`src/rtl/draw_sequencer.sv`:
```
// draw_sequencer: per-frame erase/update/redraw scheduler over N sprite channels
module draw_sequencer #(
    parameter int N_SPR   = 2,
    parameter int SEL_W   = 1,
    parameter int TIMEOUT = 4096,
    parameter int TO_W    = 13
) (
    input  logic             clk,
    input  logic             reset,
    input  logic             go,
    input  logic             collision,
    input  logic             frame_start,
    input  logic [N_SPR-1:0] sprite_en,
    input  logic [N_SPR-1:0] draw_done,
    output logic [N_SPR-1:0] draw_req,
    output logic             draw_erase,
    output logic [SEL_W-1:0] sel,
    output logic             update,
    output logic             busy,
    output logic             game_over,
    output logic [7:0]       overrun_cnt,
    output logic [N_SPR-1:0] timeout_err
);
    localparam int NW = $clog2(N_SPR + 1);
    typedef enum logic [2:0] {IDLE, WAIT, ESEL, ERASE, UPD, DSEL, DRAW} state_t;
    state_t           state;
    logic [N_SPR-1:0] en_lat;
    logic             pending;
    logic [NW-1:0]    nxt;
    logic [TO_W-1:0]  to_cnt;
    logic             found;
    logic [SEL_W-1:0] idx;
    logic             busy_st;
    logic             to_hit;
    assign busy_st = !(state == IDLE || state == WAIT);
    assign to_hit  = to_cnt == TO_W'(TIMEOUT - 1);
    always_comb begin
        found = 1'b0;
        idx   = '0;
        for (int i = N_SPR - 1; i >= 0; i--)
            if (en_lat[i] && NW'(i) >= nxt) begin
                found = 1'b1;
                idx   = SEL_W'(i);
            end
    end
    always_ff @(posedge clk) begin
        if (reset) begin
            state       <= IDLE;
            en_lat      <= '0;
            pending     <= 1'b0;
            nxt         <= '0;
            to_cnt      <= '0;
            draw_req    <= '0;
            draw_erase  <= 1'b0;
            sel         <= '0;
            update      <= 1'b0;
            busy        <= 1'b0;
            game_over   <= 1'b0;
            overrun_cnt <= '0;
            timeout_err <= '0;
        end else begin
            update    <= 1'b0;
            game_over <= game_over | collision;
            if (frame_start && busy_st) begin
                if (pending) overrun_cnt <= overrun_cnt + {7'd0, overrun_cnt != 8'hff};
                else pending <= 1'b1;
            end
            case (state)
                IDLE: begin
                    pending <= 1'b0;
                    if (go && frame_start) begin
                        en_lat <= sprite_en;
                        nxt    <= '0;
                        busy   <= 1'b1;
                        state  <= DSEL;
                    end
                end
                WAIT: begin
                    if (!go) begin
                        pending <= 1'b0;
                        state   <= IDLE;
                    end else if (frame_start || pending) begin
                        en_lat  <= sprite_en;
                        pending <= 1'b0;
                        nxt     <= '0;
                        busy    <= 1'b1;
                        state   <= ESEL;
                    end
                end
                ESEL, DSEL: begin
                    if (found) begin
                        sel        <= idx;
                        nxt        <= NW'(idx) + NW'(1);
                        draw_req   <= N_SPR'(1) << idx;
                        draw_erase <= state == ESEL;
                        to_cnt     <= '0;
                        state      <= state == ESEL ? ERASE : DRAW;
                    end else if (state == ESEL) begin
                        nxt    <= '0;
                        update <= !(game_over | collision);
                        state  <= UPD;
                    end else begin
                        nxt   <= '0;
                        busy  <= 1'b0;
                        state <= WAIT;
                    end
                end
                ERASE, DRAW: begin
                    if (draw_done[sel] || to_hit) begin
                        draw_req   <= '0;
                        draw_erase <= 1'b0;
                        if (!draw_done[sel]) timeout_err[sel] <= 1'b1;
                        state <= state == ERASE ? ESEL : DSEL;
                    end else begin
                        to_cnt <= to_cnt + TO_W'(1);
                    end
                end
                UPD:     state <= DSEL;
                default: state <= IDLE;
            endcase
        end
    end
endmodule
```
`config.mk`:
```
export PLATFORM = sky130hd
export DESIGN_NAME = draw_sequencer
export DESIGN_NICKNAME = d
export VERILOG_FILES = /design/src/rtl/draw_sequencer.sv
export SDC_FILE = /design/constraint.sdc
export NUM_CORES = 1
export LEC_CHECK = 0
export CAP_MARGIN = 20
export CORE_ASPECT_RATIO = 0.75
export CORE_MARGIN = 4
export CORE_UTILIZATION = 30
export CTS_CLUSTER_SIZE = 28
export DETAILED_ROUTE_END_ITERATION = 10
export GPL_ROUTABILITY_DRIVEN = 0
export GPL_TIMING_DRIVEN = 0
export HOLD_SLACK_MARGIN = 0.15
export SYNTH_ARGS = -nofsm -noshare
export SYNTH_HDL_FRONTEND = slang
export SYNTH_SLANG_ARGS = --single-unit
```
`constraint.sdc`:
```
create_clock -name clk -period 2.1 [get_ports clk]
set_input_delay 0.315 -clock clk [delete_from_list [all_inputs] [get_ports clk]]
set_output_delay 0.315 -clock clk [all_outputs]
set_load 0.01 [all_outputs]
```
==> reports/metrics.yaml, run 1 <==
clock_skew_ns: 0.00821
rsz0062_at_grt: "false"
hold_path_class: "register to register"
r2r-start: "sel"
avgRoutedWirePerCell_um: 13.5
syn-cell-area_um2: 1860
startpoint_type: "register"
yosysUniqueCellTypes: 45
maxSlewHeadroom_pct: 64.1
cts.sinks: 38
syn_nets: 236
fin_nets: 269
path_clk_slew_ns: 0.08
clk_latency_ns: 0.29
hold_start: "nxt[0]"
cap_violations: 0
power_density_nw_per_um2: 670
critPathKind: "register to register"
place_ws_ns: -0.250
overflow: 0
synth_edf_count: 0
setup_violations: 0
synth-main-ff-cell: "dfxtp_1"
ys_warn_count: 0
antenna_found_initial: 0
clockBufferDepth: 2
layout_commonest_cell: "dfxtp_1"
cts-root-buf: "clkbuf_8"
num_io_pins: 26
synth_area_per_cell_um2: 8.31
status: "completed"
period_share_pct: 95.1
grt_pass1_vias: 1493
dp_hpwl_um: 3370
startpoint: "sel"
fill_cells: 591
area_delta_synth_final_pct: 27.4
postLayoutCoreUtil_pct: 40.1
slew_viol_final: 0
cts_max_level: 2
ant_nets: 0
fmax_ghz: 0.501
worst_slack_ns: 0.102
avgViaCountPerCell: 4.94
end_kind: "register"
num_rows: 24
drc: 0
fin_setup_tns_ns: 0
cts_tree: "built"
vias: 1661
grt_usage_pct: 12.0
power_mw: 1.59
drt-initial-drc-count: 140
port_buffers: 24
grt_max_degree: 13
p_leak_nw: 0.811
period_needed_ns: 2.00
crit_arrival_ns: 2.23
tightest_slew_ns: 0.538
required_ns: 2.33
cts_buffers: 5
ys_seq_area_share_pct: 40.9
cp_max_fo: 8
drive_gt1_share_pct: 13.2
irDropWorstVdd_mv: 0.243
synth-seq-cells: 38
core_area_um2: 5920
async_flop_share_pct: 0
hold_violations: 0
start_util_pct: 31.5
wl_um: 4530
hold_slack_ns: 0.461
dieArea_um2: 7540
die_w_um: 98.9
first_pass_iters: 4
synthCells: 224
antenna_cells: 0
die_h_um: 76.2
final_cell_mix: "dfxtp_1 (35), nor2_1 (31), clkdlybuf4s50_1 (24), o21ai_0 (20), a21oi_1 (18)"
grt_pass1_wl_um: 7430
flip-flops by register name (all words and copies together) (netlist names):
signal	count
sel	1
pending	1
update	1
draw_req	2
state	3
timeout_err	2
busy	1
draw_erase	1
overrun_cnt	8
game_over	1
to_cnt	13
en_lat	2
nxt	2
critical path, cell delays in order, from the launching register on:
cell	delay, ns
dfxtp_2	0.40
mux2_4	0.33
or3_1	0.30
buf_2	0.17
or3_1	0.36
buf_6	0.15
nand2b_4	0.13
o21ai_2	0.09
metrics by stage:
| step | instance area, um2 | cells |
|---|---|---|
| 2_1_floorplan | 1860 | 224 |
| 4_1_cts | 2340 | 336 |
| 5_1_grt | 2370 | 336 |
| 3_3_place_gp | 2200 | 326 |
| 6_report | 2370 | 336 |
| 3_5_place_dp | 2200 | 326 |
report_power, final:
group,total (mW),switching (mW),internal [mW]
combinational,0.220,0.127,0.0928
sequential,0.760,0.0181,0.742
clock,0.607,0.258,0.350
kinds of logic (layout without fill, tap and decap cells):
logic type / count (synthesis) / in the layout / share of synthesized area, %
multiplexers: 6 / 6 / 3.50
AO/OA/AOI/OAI: 60 / 60 / 20.6
buffers and inverters: 13 / 47 / 3.09
AND/OR/NAND/NOR: 98 / 98 / 27.1
XOR/XNOR: 6 / 6 / 2.82
adder cells (fa/ha/maj): 3 / 3 / 2.02
flip-flops: 38 / 38 / 40.9
path summary, 6_finish.rpt:
path	endpoint	slack (ns)	depth (start not counted)
min	nxt[0]	0.46	2
min reg2reg	nxt[0]	0.46	2
max reg2reg	to_cnt[3]	0.10	7
max	to_cnt[3]	0.10	7
synthesized netlist by cell type, types with 3 or more instances:
master	n	area (um2)
nor3_1	6	30.0
nand2b_1	5	31.3
ha_1	3	37.5
or3_1	6	37.5
nor2_1	31	116
inv_1	3	11.3
nand3_1	4	20.0
o21ai_0	20	100
nand3b_1	5	37.5
a31oi_1	5	31.3
nand2_1	17	63.8
clkbuf_1	6	22.5
xor2_1	4	35.0
a21oi_1	18	90.1
dfxtp_1	38	761
o31ai_2	4	50.1
nand4_1	7	43.8
mux2i_1	5	50.1
area by class of cell:
cell class	count	area (um2)	area share [%]
plain buffers	10	47.5	2.01
clock buffers	5	68.8	2.90
clock inverters	3	40.0	1.69
inverters	3	11.3	0.475
multi-input cells	173	1090	45.8
flip-flops and latches	38	764	32.2
well taps	78	97.6	4.12
repair buffers	26	255	10.8
metal layers:
metal | vias up | part of all wire, % | global-route usage, %
met5 | - | 0 | 0
met3 | 7 | 4.6 | 2.47
met1 | 750 | 53 | 18.0
met4 | 0 | 1.9 | 5.32
met2 | 33 | 41 | 16.2
li1 | 871 | - | -
timing repair:
| action | in CTS | in global routing |
|---|---|---|
| resized for setup | 3 | 10 |
| pin swaps | 1 | 0 |
| buffers inserted | 2 | 0 |
| endpoints found under the setup margin | 14 | 16 |
| hold buffers | 0 | 0 |
| gates cloned | 0 | 0 |
No activity file was read; power rests on OpenSTA's default activity.
==> run 2: changes to the inputs <==
--- a/config.mk
+++ b/config.mk
@@ -6,7 +6,7 @@
 export NUM_CORES = 1
 export LEC_CHECK = 0
 export CAP_MARGIN = 20
-export CORE_ASPECT_RATIO = 0.75
+export CORE_ASPECT_RATIO = 1.1
 export CORE_MARGIN = 4
 export CORE_UTILIZATION = 30
 export CTS_CLUSTER_SIZE = 28
==> run 2 against run 1 <==
Sequential power is essentially flat. Non-clock buffer count down 1. Global-route usage rose by 0.13 points. Hold slack lost 0.0045 ns. Count of clock-buffer cells in the layout grew 1. Clock power fell by 11%. Core utilization is 0.17 points higher. Critical path type unchanged. Largest power group unchanged.
==> reports/metrics.yaml, run 2 (synthesis results as in run 1) <==
status: "completed"
grt_max_degree: 13
core_area_um2: 5880
irDropWorstVdd_mv: 0.331
crit_arrival_ns: 2.24
reg_top3: "to_cnt x13, overrun_cnt x8, state x3"
antenna_found_initial: 0
cts.sinks: 38
drive_gt1_share_pct: 13.2
clock_skew_ns: 0.00604
place_ws_ns: -0.275
grt_pass1_wl_um: 7530
hold_slack_ns: 0.456
cts_max_level: 2
largest_reg_flops: 13
clk_latency_ns: 0.29
die_h_um: 90.6
cp_max_fo: 8
clockBufferDepth: 2
cts-root-buf: "clkbuf_8"
drt-initial-drc-count: 75
postLayoutCoreUtil_pct: 40.3
required_ns: 2.33
worst_slack_ns: 0.0901
grt_usage_pct: 12.1
setup_violations: 0
vias: 1672
area_delta_synth_final_pct: 27.2
startpoint_type: "register"
layout_commonest_cell: "dfxtp_1"
num_io_pins: 26
period_needed_ns: 2.01
regMostFlops: "to_cnt"
wl_um: 4390
hold_violations: 0
cts_buffers: 5
antenna_cells: 0
cap_violations: 0
ant_nets: 0
avgRoutedWirePerCell_um: 13.1
fmax_ghz: 0.498
num_rows: 29
port_buffers: 24
drc: 0
path_clk_slew_ns: 0.08
critPathKind: "register to register"
cts_tree: "built"
tightest_slew_ns: 0.503
avgViaCountPerCell: 5.01
grt_pass1_vias: 1632
end_kind: "register"
start_util_pct: 31.7
dp_hpwl_um: 3150
maxSlewHeadroom_pct: 66.5
final_cell_mix: "dfxtp_1 (35), nor2_1 (31), clkdlybuf4s50_1 (24), o21ai_0 (20)"
period_share_pct: 95.7
overflow: 0
first_pass_iters: 4
rsz0062_at_grt: "false"
dieArea_um2: 7530
final_cells: 334
power_density_nw_per_um2: 639
fin_nets: 268
hold_path_class: "register to register"
die_w_um: 83.1
p_leak_nw: 0.798
place_inst: 325
slew_viol_final: 0
run 2: worst paths after layout:
path / from / end / slack [ns] / cells after the start
setup / recovery: sel / to_cnt[3] / 0.09 / 7
hold / removal: game_over / update / 0.46 / 1
setup reg to reg: sel / to_cnt[3] / 0.09 / 7
hold reg to reg: game_over / update / 0.46 / 1
run 2: cell type report:
type | count | area, um2
fill | 621 | 3510
multi-input combinational | 173 | 1100
sequential | 38 | 767
timing repair buffer | 25 | 251
tap | 77 | 96.3
clock buffer | 6 | 82.6
buffer | 10 | 47.5
clock inverter | 2 | 12.5
inverter | 3 | 11.3
run 2: per-layer routing:
metal,vias to the layer above,routed length (um),global-route usage [%]
li1,870,-,-
met1,772,2060,14.8
met2,24,2120,20.7
met3,6,147,3.38
met4,0,61,3.68
met5,-,0,0
run 2: power breakdown:
part	internal (mW)	switching [mW]
Clock	0.264	0.273
Sequential	0.741	0.0178
Combinational	0.0923	0.124
run 2: through the flow:
step                      power, mW  setup TNS [ns]  area, um2
after CTS                      1.53               0       2330
final                          1.51               0       2370
after global routing           1.59               0       2370
after global placement        0.979           -2.62       2200
after floorplan               0.917               0       1860
after detailed placement      0.982           -2.51       2200
run 2: timing repair:
| item | CTS | global route |
|---|---|---|
| endpoints found under the setup margin | 14 | 11 |
| resized for setup | 6 | 11 |
| setup buffers | 1 | 0 |
| hold buffers | 0 | 0 |
| pin swaps | 1 | 1 |
run 2: critical path, stage by stage (launching register included):
cell and delay [ns]:
dfxtp_2 0.41, mux2_4 0.33, or3_1 0.29, buf_2 0.17, or3_1 0.36, buf_6 0.15
nand2b_4 0.13, o21ai_2 0.09
==> edit, RTL diff (config.mk and constraints of run 1) <==
Change the parameter `TO_W` from 13 to 26.
--- a/src/rtl/draw_sequencer.sv
+++ b/src/rtl/draw_sequencer.sv
@@ -4,5 +4,5 @@
     parameter int SEL_W   = 1,
     parameter int TIMEOUT = 4096,
-    parameter int TO_W    = 13
+    parameter int TO_W    = 26
 ) (
     input  logic             clk,
Behaviour: same outputs for any inputs over 10 cycles, from zero or initial values and one cycle with reset high; that may be too few to reach the edited logic, so the function may still have changed.
==> edit against run 1 <==
- area after synthesis up 36%
- sequential share of layout area fell by 1.2 points
- routed wire length increased by 56%
- worst setup slack got worse by 0.035 ns
- sequential cell count rose by 13
- clock power increased by 39%
- cell area rose by 40%
- critical path type unchanged
- total power is 44% higher
==> edit: results (changes against run 1) <==
endpoint: "state[2]"
use_met1_pct: 20.3  # +2.3 points
synth_compound_area_share_pct: 19.0  # -1.6 points
synthAdderAreaFrac_pct: 1.48  # -0.54 points
wl_um: 7060  # +56%
multi_input_gates: 233  # +35%
critPathMaxFanout: 6  # -2
p_leak_nw: 1.15  # +42%
critPathTopFamily: "compound AO/OA/AOI/OAI gates"
pre_cts_ws_ns: -0.355  # -0.105 ns
r2r-start: "to_cnt[0]"
grt_use_met3_pct: 3.31  # +0.84 points
power.internal_mw: 1.63  # +37%
fin_skew_ns: 0.00951  # +0.00129 ns
outcome: "finished clean"
clock_area_share_pct: 4.51  # -0.081 points
finish.instance_area_um2: 3330  # +40%
grt_max_degree: 18  # +5
cp_slowest_stage_delay_ns: 0.38  # -0.02 ns
io_buffers: 25  # +4.2%
grt_use_met2_pct: 20.1  # +3.9 points
grt_use_total_pct: 14.0  # +2.0 points
seq-cell-share_pct: 31.0  # -1.2 points
wl_met2_um: 3120  # +68%
setup_ws_ns: 0.0676  # -0.0348 ns
nonClkBufAreaFrac_pct: 13.6  # +0.87 points
dp_cells: 433  # +33%
ctsRootBufferMaster: "clkbuf_16"
==> edit: how the worst min path moves through the flow <==
stage | from | end | slack, ns | cells after the start
finish | timeout_err[1] | timeout_err[1] | 0.46 | 2
global route | timeout_err[1] | timeout_err[1] | 0.50 | 2
CTS | timeout_err[1] | timeout_err[1] | 0.47 | 2
detailed placement | timeout_err[1] | timeout_err[1] | 0.45 | 2
global placement | timeout_err[1] | timeout_err[1] | 0.45 | 2
floorplan | collision | game_over | 0.44 | 2
==> edit: power groups by stage <==
stage / logic, mW / registers (mW) / clock network, mW
after floorplan: 0.275 / 1.04 / 0
after global placement: 0.384 / 1.04 / 0
after detailed placement: 0.384 / 1.04 / 0
after CTS: 0.394 / 1.02 / 0.866
after global routing: 0.474 / 1.02 / 0.897
final: 0.433 / 1.02 / 0.846
==> edit: timing repair <==
item                                    in CTS  in global routing
endpoints found under the hold margin        0                  0
pin swaps                                    1                  5
cloned                                       0                  0
resized for setup                           12                 26
endpoints found under the setup margin      28                 31
buffers inserted                             4                 13
